<file path="src/rtl/sdram_ram_arbiter.sv">
// rtl/sdram_ram_arbiter.sv - round-robin, burst-locking arbiter sharing the SDRAM core word port
module sdram_ram_arbiter #(
    parameter int NUM_REQ     = 2,
    parameter int OUTSTANDING = 4
) (
    input  logic                    clk_i,
    input  logic                    rst_ni,
    input  logic [NUM_REQ-1:0]      req_rd_i,
    input  logic [4*NUM_REQ-1:0]    req_wr_i,
    input  logic [32*NUM_REQ-1:0]   req_addr_i,
    input  logic [8*NUM_REQ-1:0]    req_len_i,
    input  logic [32*NUM_REQ-1:0]   req_wdata_i,
    output logic [NUM_REQ-1:0]      req_accept_o,
    output logic [NUM_REQ-1:0]      req_ack_o,
    output logic [NUM_REQ-1:0]      req_error_o,
    output logic [32*NUM_REQ-1:0]   req_rdata_o,
    output logic                    ram_rd_o,
    output logic [3:0]              ram_wr_o,
    output logic [31:0]             ram_addr_o,
    output logic [7:0]              ram_len_o,
    output logic [31:0]             ram_wdata_o,
    input  logic                    ram_accept_i,
    input  logic                    ram_ack_i,
    input  logic                    ram_error_i,
    input  logic [31:0]             ram_rdata_i
);
    localparam int IW = (NUM_REQ > 1) ? $clog2(NUM_REQ) : 1;
    localparam int PW = (OUTSTANDING > 1) ? $clog2(OUTSTANDING) : 1;
    localparam int CW = PW + 1;

    typedef enum logic {ST_IDLE, ST_LOCKED} state_t;

    state_t             state;
    logic [IW-1:0]      rr_ptr;
    logic [IW-1:0]      lock_owner;
    logic [7:0]         beat_cnt;

    logic [IW-1:0]      owner_mem [OUTSTANDING];
    logic [PW-1:0]      wr_ptr;
    logic [PW-1:0]      rd_ptr;
    logic [CW-1:0]      count;

    logic [NUM_REQ-1:0] active;
    logic [IW-1:0]      grant;
    logic [IW-1:0]      next_rr;
    logic [IW-1:0]      head;
    logic [7:0]         grant_len;
    logic               grant_valid;
    logic               fifo_full;
    logic               fifo_empty;
    logic               fwd;
    logic               accept;
    logic               pop;
    int                 cand;

    always_comb begin
        active = '0;
        for (int i = 0; i < NUM_REQ; i++) begin
            active[i] = req_rd_i[i] | (|req_wr_i[i*4 +: 4]);
        end
    end

    // Descending scan so the candidate closest to rr_ptr is the last one written.
    always_comb begin
        grant       = lock_owner;
        grant_valid = 1'b0;
        cand        = 0;
        if (state == ST_LOCKED) begin
            grant_valid = active[lock_owner];
        end else begin
            for (int k = NUM_REQ - 1; k >= 0; k--) begin
                cand = int'(rr_ptr) + k;
                if (cand >= NUM_REQ) begin
                    cand = cand - NUM_REQ;
                end
                if (active[IW'(cand)]) begin
                    grant       = IW'(cand);
                    grant_valid = 1'b1;
                end
            end
        end
    end

    assign next_rr    = (grant == IW'(NUM_REQ - 1)) ? '0 : grant + 1'b1;
    assign grant_len  = req_len_i[{grant, 3'b000} +: 8];
    assign fifo_full  = (count == CW'(OUTSTANDING));
    assign fifo_empty = (count == '0);
    assign fwd        = rst_ni & grant_valid & ~fifo_full;
    assign accept     = fwd & ram_accept_i;
    assign pop        = ram_ack_i & ~fifo_empty;
    assign head       = owner_mem[rd_ptr];

    always_comb begin
        ram_rd_o     = 1'b0;
        ram_wr_o     = 4'h0;
        ram_addr_o   = 32'h0;
        ram_len_o    = 8'h0;
        ram_wdata_o  = 32'h0;
        req_accept_o = '0;
        if (fwd) begin
            ram_rd_o            = req_rd_i[grant];
            ram_wr_o            = req_wr_i[{grant, 2'b00} +: 4];
            ram_addr_o          = req_addr_i[{grant, 5'b00000} +: 32];
            ram_len_o           = grant_len;
            ram_wdata_o         = req_wdata_i[{grant, 5'b00000} +: 32];
            req_accept_o[grant] = ram_accept_i;
        end
    end

    always_comb begin
        req_ack_o   = '0;
        req_error_o = '0;
        req_rdata_o = '0;
        if (pop) begin
            req_ack_o[head]   = 1'b1;
            req_error_o[head] = ram_error_i;
            req_rdata_o       = {NUM_REQ{ram_rdata_i}};
        end
    end

    // beat_cnt holds the beats still owed after the current one; 1 means the last beat is pending.
    always_ff @(posedge clk_i or negedge rst_ni) begin
        if (!rst_ni) begin
            state      <= ST_IDLE;
            rr_ptr     <= '0;
            lock_owner <= '0;
            beat_cnt   <= 8'h0;
        end else if (accept) begin
            if (state == ST_IDLE) begin
                if (grant_len != 8'h0) begin
                    state      <= ST_LOCKED;
                    lock_owner <= grant;
                    beat_cnt   <= grant_len;
                end else begin
                    rr_ptr <= next_rr;
                end
            end else begin
                if (beat_cnt == 8'd1) begin
                    state  <= ST_IDLE;
                    rr_ptr <= next_rr;
                end else begin
                    beat_cnt <= beat_cnt - 8'd1;
                end
            end
        end
    end

    always_ff @(posedge clk_i or negedge rst_ni) begin
        if (!rst_ni) begin
            wr_ptr <= '0;
            rd_ptr <= '0;
            count  <= '0;
        end else begin
            if (accept) begin
                wr_ptr <= wr_ptr + 1'b1;
            end
            if (pop) begin
                rd_ptr <= rd_ptr + 1'b1;
            end
            case ({accept, pop})
                2'b10:   count <= count + 1'b1;
                2'b01:   count <= count - 1'b1;
                default: count <= count;
            endcase
        end
    end

    always_ff @(posedge clk_i) begin
        if (accept) begin
            owner_mem[wr_ptr] <= grant;
        end
    end
endmodule

</file>
<file path="config.mk">
export PLATFORM = sky130hd
export DESIGN_NAME = sdram_ram_arbiter
export DESIGN_NICKNAME = d
export VERILOG_FILES = /design/src/rtl/sdram_ram_arbiter.sv
export SDC_FILE = /design/constraint.sdc
export NUM_CORES = 1
export LEC_CHECK = 0
export CAP_MARGIN = 25
export CORE_AREA = 2 2 132 134
export CTS_BUF_LIST = sky130_fd_sc_hd__clkbuf_16
export CTS_CLUSTER_DIAMETER = 60
export DETAILED_ROUTE_END_ITERATION = 10
export DIE_AREA = 0 0 134 136
export PLACE_DENSITY = 0.65
export SLEW_MARGIN = 20
export SYNTH_ARGS = -nofsm -noshare
export SYNTH_HDL_FRONTEND = slang
export SYNTH_SLANG_ARGS = --single-unit
</file>
<file path="constraint.sdc">
create_clock -name clk_i -period 3.75 [get_ports clk_i]
set_clock_uncertainty 0.1 [all_clocks]
set_input_delay 0.75 -clock clk_i [delete_from_list [all_inputs] [get_ports clk_i]]
set_output_delay 0.75 -clock clk_i [all_outputs]
set_load 0.02 [all_outputs]
</file>
After elaboration in Yosys (flattened, before gate mapping)
Memory sizes are Yosys's and may differ from the RTL's.
Cells that the tools add are included.
{ "totals": {"input_bits": 191, "ram_bits": 4, "word_cells": 103, "mem_count": 1, "regBits": 18, "output_inout_bits": 147} }
{ "memory_table": {"columns": ["memory", "depth", "word_bits", "rd", "rd_ports_with_merged_regs", "wr", "line_no", "rtl"], "rows": [
  ["owner_mem", 4, 1, 1, 0, 1, "38", "logic [IW-1:0] owner_mem [OUTSTANDING];"]
]} }
{ "classes": {"order_cmp": 9, "bitwise_logic": 11, "mux": 44, "shift": 4, "eq_ne": 7, "addsub": 9, "reduce_logical": 11} }
{ "ops": {"columns": ["op", "n"], "rows": [
  ["indexed part select 64 x 7 -> 32 bit", 2],
  ["two-way mux 32 bit", 2],
  ["two-way mux 64 bit", 1],
  ["two-way mux 8 bit", 4],
  ["two-way mux 1 bit", 30],
  ["indexed part select 16 x 5 -> 8 bit", 1],
  ["AND reduction 3 bit", 3],
  ["== test 8 x 1 -> 1 bit, second input constant", 1],
  ["nonzero test 8 bit", 1],
  ["OR reduction 4 bit", 2],
  ["indexed part select 8 x 4 -> 4 bit", 1],
  ["subtractor 8 x 1 -> 8 bit, second input constant", 1],
  ["less-than comparator 1 x 2 -> 1 bit, second input constant", 3],
  ["less-than comparator 1 x 3 -> 1 bit, second input constant", 2],
  ["two-way mux 2 bit", 3],
  ["one-hot mux 3 bit (2 select lines)", 1],
  ["adder 2 x 1 -> 2 bit, second input constant", 2],
  ["AND 1 bit", 4],
  ["AND 2 bit", 2],
  ["two-way mux 4 bit", 1],
  ["inequality test 2 bit, second input constant", 2],
  ["nonzero test 2 bit", 2],
  ["adder 3 x 1 -> 3 bit, second input constant", 1],
  ["== test 3 bit, second input constant", 1],
  ["other kinds (15)", 22]
]} }

Longest topological paths before layout
Gate-level depths: netlist of run 1.
{ "depth": {"depth_word": 16, "depth_mapped": 11, "ltp_nobuf": 10} }

Worst setup path after synthesis of run 1
OpenSTA, ideal clock, no wires.
{ "synth_path": {"path_type": "input to output", "from": "input req_wr_i[0]", "to": "output ram_addr_o[26]", "setup_slack_ns": 0.561, "arrival_ns": 2.339, "path_buffers": 2, "t_required_ns": 2.900, "path_stages": 7, "path_cell_list": "nor2_1 a21oi_2 nor2_4 clkbuf_1 buf_2 nand2_1 a21oi_1"} }
{ "synth_via": {"elab_chain_cells": 10, "word_cells_on_any_way": 18, "classes_between": "shift: 1; mux: 13; bitwise: 3; reduce/logical: 1"} }
{ "synth_rtl": {"columns": ["item", "line_no", "rtl"], "rows": [
  ["from (decl)", "9", "input logic [4*NUM_REQ-1:0] req_wr_i,"],
  ["OR reduction 4 bit (*)", "59", "active[i] = req_rd_i[i] | (|req_wr_i[i*4 +: 4]);"],
  ["bitwise OR 1 bit (*)", "59", null],
  ["parallel branches: the longest is 7 deep, another holds indexed part select 64 x 7 -> 32 bit", null, null],
  ["two-way mux 32 bit (*)", "100", "if (fwd) begin"],
  ["to (decl)", "19", "output logic [31:0] ram_addr_o,"]
]} }
Mark *: on every way between the ends. The select of a mux whose other input is x is not followed.

Worst setup path after layout of run 1
{ "layout_path": {"from": "input req_wr_i[2]", "to": "output ram_wdata_o[13]"} }
{ "layout_via": {"elab_chain_cells": 10, "word_cells_on_any_way": 18, "classes_between": "shift: 1; mux: 13; bitwise: 3; reduce/logical: 1"} }
{ "layout_rtl": {"columns": ["item", "line_no", "rtl"], "rows": [
  ["OR reduction 4 bit (*)", "59", null],
  ["bitwise OR 1 bit (*)", "59", null],
  ["parallel branches: the longest is 7 deep, another holds indexed part select 64 x 7 -> 32 bit", null, null],
  ["two-way mux 32 bit (*)", "100", null],
  ["to (decl)", "21", "output logic [31:0] ram_wdata_o,"]
]} }
Marks and branches as above.

==> results of run 1 <==
==> cell usage after synthesis, drive strengths merged, types with 3 or more instances <==
master	number
inv	10
and3	4
nor4	5
a211oi	4
clkbuf	22
buf	41
nand3	3
mux2i	8
xor2	3
and2	38
dfrtp	18
xnor2	3
or3	3
nand2b	3
nor3	11
o211ai	3
nand2	150
nor2	20
a21oi	75
ha	7
edfxtp	4
o21ai	3
==> critical path: stages <==
cell             delay [ns]
clkdlybuf4s50_1        0.59
nor3_4                 0.08
buf_4                  0.14
a21oi_2                0.19
nor2_4                 0.07
inv_2                  0.18
buf_12                 0.20
nand2_1                0.07
a21oi_1                0.16
dlygate4sd2_1          0.36
==> per-layer routing <==
metal | GRT usage | vias to the layer above
met5 | 0 | -
met4 | 0.0225 | 0
met3 | 0.0418 | 6
met2 | 0.278 | 219
met1 | 0.167 | 1933
li1 | - | 2172
==> what timing repair did <==
action,CTS,global route
hold buffers,0,0
cloned,0,0
endpoints found under the hold margin,0,0
gates resized for setup,79,41
pin swaps,0,0
endpoints found under the setup margin,78,34
setup buffers,0,0
==> final cells by class <==
cell class | count | share of cell area
clock buffer | 3 | 0.0113
sequential | 22 | 0.0856
tap | 225 | 0.0422
inverter | 10 | 0.00563
multi-input combinational | 372 | 0.304
clock inverter | 1 | 0.00450
timing repair buffer | 379 | 0.547
==> where the power goes <==
part           internal (µW)  leakage (µW)  switching [µW]  total (µW)
clock                    212     0.0000511            86.3         298
sequential               360      0.000243             111         471
combinational           1390       0.00262            1720        3120
==> worst max-delay path by stage <==
stage                      startpoint  slack [ns]  depth (start not counted)               to
final                     req_wr_i[2]        0.08                         10  ram_wdata_o[13]
after global placement    req_wr_i[2]       -0.24                         10   ram_wdata_o[0]
after floorplan           req_wr_i[0]        0.56                          7   ram_addr_o[26]
after CTS                 req_wr_i[2]        0.01                         10   ram_wdata_o[0]
after global routing      req_wr_i[2]       -0.03                         10    ram_addr_o[4]
after detailed placement  req_wr_i[2]       -0.27                         10   ram_wdata_o[0]
==> cell families (layout without fill, tap and decap cells) <==
kind of cell               count (synthesis)  after routing  share of synthesized area
adders and majority gates                  8              8                     0.0358
AOI/OAI and AO/OA                         98             98                      0.185
DFF                                       22             22                      0.190
and+or+nand+nor                          249            249                      0.393
muxes                                     11             11                     0.0416
buffers and inverters                     73            393                      0.137
xor gates and xnor gates                   6              6                     0.0175
==> sequential cells by signal, indices dropped and copies added, names as in the netlist <==
name and cells:
beat_cnt 8, count 3, lock_owner 1, owner_mem 4
rd_ptr 2, rr_ptr 1, state 1, wr_ptr 2
==> through the flow <==
step                      total power [µW]  instances
after global routing                  4210       1012
after global placement                3810       1008
final                                 3890       1012
after detailed placement              3830       1008
after floorplan                       2260        467
after CTS                             3940       1012
==> impl_metrics.yaml, run 1 <==
status:
  status: "completed"
logic_synthesis:
  ys_warn_count: 0
  syn_area_um2: 3010
  yosysSeqAreaShare: 0.190
  synth-edff-count: 4
  synth_flop_cell: "dfrtp_1"
  synthDistinctLibCells: 51
  avgSynthCellArea_um2: 6.44
  async_flop_share: 0.818
  synth_top_area_share: 0.187
  synth_seq_cells: 22
  syn-instance-count: 467
  syn-num-nets: 666
  synth_area_leaders: "nand2_1, dfrtp_1, a21oi_1"
  yosysTopAreaCell: "nand2_1"
pwr:
  leakage_uw: 0.00291
  irDropWorstVdd_uv: 241
  power_density_nw_per_um2: 583
grt:
  grt_overflow: 0
  grt_max_degree: 38
  grt_pass1_wl_um: 21400
  antenna_found_initial: 0
  grt_pass1_vias: 4025
  track_usage: 0.147
detailed_routing:
  drt-met1-wl_um: 5520
  wl_per_cell_um: 14.5
  drt_iter0_markers: 139
  via_count: 4330
  drc: 0
  totalWireLength_um: 14700
  antenna_left: 0
  route.met3.wl_um: 1390
  wl_met2_um: 7630
  vias_per_cell: 4.28
  routed.top_layer: "met4"
  drtPass1Iterations: 4
cells_and_area:
  area_growth_pct: 122
  mostFrequentLayoutCells: "clkdlybuf4s50_1, nand2_1, a21oi_1"
  design_area_um2: 6670
  seq_area_um2: 571
  final_common_cell: "clkdlybuf4s50_1"
  n_antenna_cell: 0
  fillerInstances: 1765
  multi_input_area_um2: 2030
  finish.utilization: 0.395
  layout-drive-gt1-share: 0.102
  layout.nets: 987
min_path:
  hold_class: "flip-flop to flip-flop"
  whs_endpoint: "rd_ptr[1]"
  hold_depth: 1
  min_from: "rd_ptr[1]"
clock_network:
  cts_buffers: 3
  clock_latency_ns: 0.26
  cts.path.max_buffers: 2
  cts.sinks: 22
  cts_root_buf: "clkbuf_16"
  cts_tree: "yes"
  cts.htree.levels: 1
  cts.clk_slew.worst_paths_ns: 0.06
worst_setup_path:
  r2r_cells: 10
  endpoint_kind: "primary output"
  crit_required_ns: 2.90
  reg2reg_slack_ns: 1.20
  crit_arrival_ns: 2.82
  crit_type: "primary input to primary output"
  cp_max_fo: 26
  timing.rr.start: "count[0]"
  cp-start-kind: "primary input"
  regToRegEndpoint: "count[2]"
placement:
  port_buffers: 337
  post-dp-hpwl_um: 12400
  gp_congestion: 0.824
  dp_slack_ns: -0.272
  place_area_um2: 6720
sta:
  hold_viol: 0
  rsz0062_at_grt: "true"
  worst_slack_ns: 0.0834
  period_share: 0.978
  finalSetupViolations: 0
  fin_crit_ns: 3.67
  whs_ns: 0.386
  setup_tns_ns: 0
  maxSlewViolCount: 0
  fmax_mhz: 273
  tightest_slew_ns: 0.523
  slew_headroom: 0.649
floorplan:
  die_area_um2: 18200
  initial_utilization: 0.178
  rows: 48
  die_h_um: 136
  die_w_um: 134
  boundaryPins: 338
  core_area_um2: 16900
flow_run:
  maxCapViolations: 0
Power figures use the tool's default switching activity.
==> inputs of run 2 (changes only) <==
--- a/config.mk
+++ b/config.mk
@@ -12,7 +12,6 @@
 export DETAILED_ROUTE_END_ITERATION = 10
 export DIE_AREA = 0 0 134 136
 export PLACE_DENSITY = 0.65
-export SLEW_MARGIN = 20
 export SYNTH_ARGS = -nofsm -noshare
 export SYNTH_HDL_FRONTEND = slang
 export SYNTH_SLANG_ARGS = --single-unit
==> results of run 2 <==
Same layout as run 1: the final DEF is identical, and so are final timing and power.
==> inputs of run 3 (changes only) <==
--- a/config.mk
+++ b/config.mk
@@ -11,7 +11,9 @@
 export CTS_CLUSTER_DIAMETER = 60
 export DETAILED_ROUTE_END_ITERATION = 10
 export DIE_AREA = 0 0 134 136
+export MAX_ROUTING_LAYER = met4
 export PLACE_DENSITY = 0.65
+export SLEW_MARGIN = 10
 export SYNTH_ARGS = -nofsm -noshare
 export SYNTH_HDL_FRONTEND = slang
 export SYNTH_SLANG_ARGS = --single-unit
==> run 3 against run 2 <==
Compared with the run above:
- combinational power about the same
- non-clock buffer count unchanged
- sequential power about the same
- cell count unchanged
- design area about the same
- die area unchanged
- hold slack about the same
- power increased by 0.18%
- setup slack got worse by 0.00096 ns
- maximum frequency about the same
- sequential share of layout area about the same
- count of clock-buffer cells in the layout unchanged
- largest cell class unchanged
==> impl_metrics.yaml, run 3 (synthesized netlist as in run 1, its figures left out) <==
pwr:
  leakage_uw: 0.00291
  power_uw: 3890
  irDropWorstVdd_uv: 241
  power_density_nw_per_um2: 584
min_path:
  hold_class: "flip-flop to flip-flop"
  min_from: "rd_ptr[1]"
  hold_depth: 1
sta:
  setup_tns_ns: 0
  tightest_slew_ns: 0.524
  period_share: 0.978
  slew_headroom: 0.648
  whs_ns: 0.387
  fmax_mhz: 273
  fin_crit_ns: 3.67
  worst_slack_ns: 0.0824
  hold_viol: 0
  finalSetupViolations: 0
  maxSlewViolCount: 0
  rsz0062_at_grt: "true"
worst_setup_path:
  cp_max_fo: 34
  cp-start-kind: "primary input"
  endpoint_kind: "primary output"
  crit_type: "primary input to primary output"
  cp-startpoint: "req_wr_i[2]"
  r2r_cells: 10
  cp-endpoint: "ram_wdata_o[13]"
  crit_arrival_ns: 2.82
  reg2reg_slack_ns: 1.21
  crit_required_ns: 2.90
  timing.rr.start: "count[0]"
  regToRegEndpoint: "count[2]"
cells_and_area:
  layout.nets: 987
  layout-drive-gt1-share: 0.100
  n_antenna_cell: 0
  mostFrequentLayoutCells: "clkdlybuf4s50_1, nand2_1, a21oi_1"
  regMostFlops: "beat_cnt"
  area_growth_pct: 122
  final_common_cell: "clkdlybuf4s50_1"
  largest_reg_flops: 8
  top_regs: "beat_cnt: 8 flops, owner_mem: 4 flops, count: 3 flops"
  fillerInstances: 1764
flow_run:
  maxCapViolations: 0
clock_network:
  cts.sinks: 22
  cts-hold-fix-buffers: 0
  clock_latency_ns: 0.26
  cts-resized-gates: 79
  cts.htree.levels: 1
  cts.clk_slew.worst_paths_ns: 0.06
  cts_root_buf: "clkbuf_16"
  cts_tree: "yes"
  cts_buffers: 3
  post_cts_buffers: 0
  cts.path.max_buffers: 2
floorplan:
  die_area_um2: 18200
  core_area_um2: 16900
  initial_utilization: 0.178
  die_h_um: 136
  boundaryPins: 338
  rows: 48
  die_w_um: 134
grt:
  track_usage: 0.152
  grt_pass1_vias: 4026
  grt_overflow: 0
  antenna_found_initial: 0
  grt_pass1_wl_um: 21300
  grt_max_degree: 38
placement:
  post-dp-hpwl_um: 12400
  port_buffers: 337
  gp_congestion: 0.837
  dp_slack_ns: -0.272
status:
  status: "completed"
detailed_routing:
  drc: 0
  wl_per_cell_um: 14.6
  totalWireLength_um: 14800
  drt_iter0_markers: 142
  drtPass1Iterations: 4
  via_count: 4354
  vias_per_cell: 4.30
  antenna_left: 0
run 3: how the worst min path moves through the flow:
stage                  end  slack, ns
2_1_floorplan  beat_cnt[0]       0.35
3_3_place_gp     rd_ptr[1]       0.37
3_5_place_dp      count[2]       0.38
4_1_cts           count[2]       0.39
5_1_grt           count[2]       0.41
6_report         rd_ptr[1]       0.39
run 3: worst max-delay path, stage by stage:
cell,delay [ns]
clkdlybuf4s50_1,0.52
nor3_4,0.25
buf_4,0.15
a21oi_2,0.06
nor2_4,0.15
buf_4,0.14
buf_12,0.18
nand2_1,0.08
a21oi_1,0.15
dlygate4sd2_1,0.36
run 3: metal layers:
| layer | global-route usage | share of wire | wire length (µm) |
|---|---|---|---|
| met5 | - | 0 | 0 |
| met4 | 0.0225 | 0.010 | 151 |
| met3 | 0.0369 | 0.092 | 1360 |
| met2 | 0.278 | 0.52 | 7660 |
| met1 | 0.170 | 0.38 | 5620 |
run 3: area by class of cell:
type	count	area, µm²	share of cell area
multi-input cells	372	2030	0.304
flip-flops and latches	22	571	0.0855
clock buffers	3	75.1	0.0112
repair buffers	379	3650	0.547
well taps	225	282	0.0422
clock inverters	1	30.0	0.00450
inverters	10	37.5	0.00562
run 3: report_power, final:
group          switching (µW)  leakage, µW  internal [µW]
Combinational            1730      0.00262           1400
Sequential                111     0.000243            360
Clock                    87.3    0.0000511            212
run 3: through the flow:
stage | util | std cells | area [µm²]
floorplan | - | 467 | 3010
CTS | 0.398 | 1012 | 6720
finish | 0.395 | 1012 | 6670
global placement | 0.398 | 1008 | 6720
detailed placement | 0.398 | 1008 | 6720
global route | 0.395 | 1012 | 6670
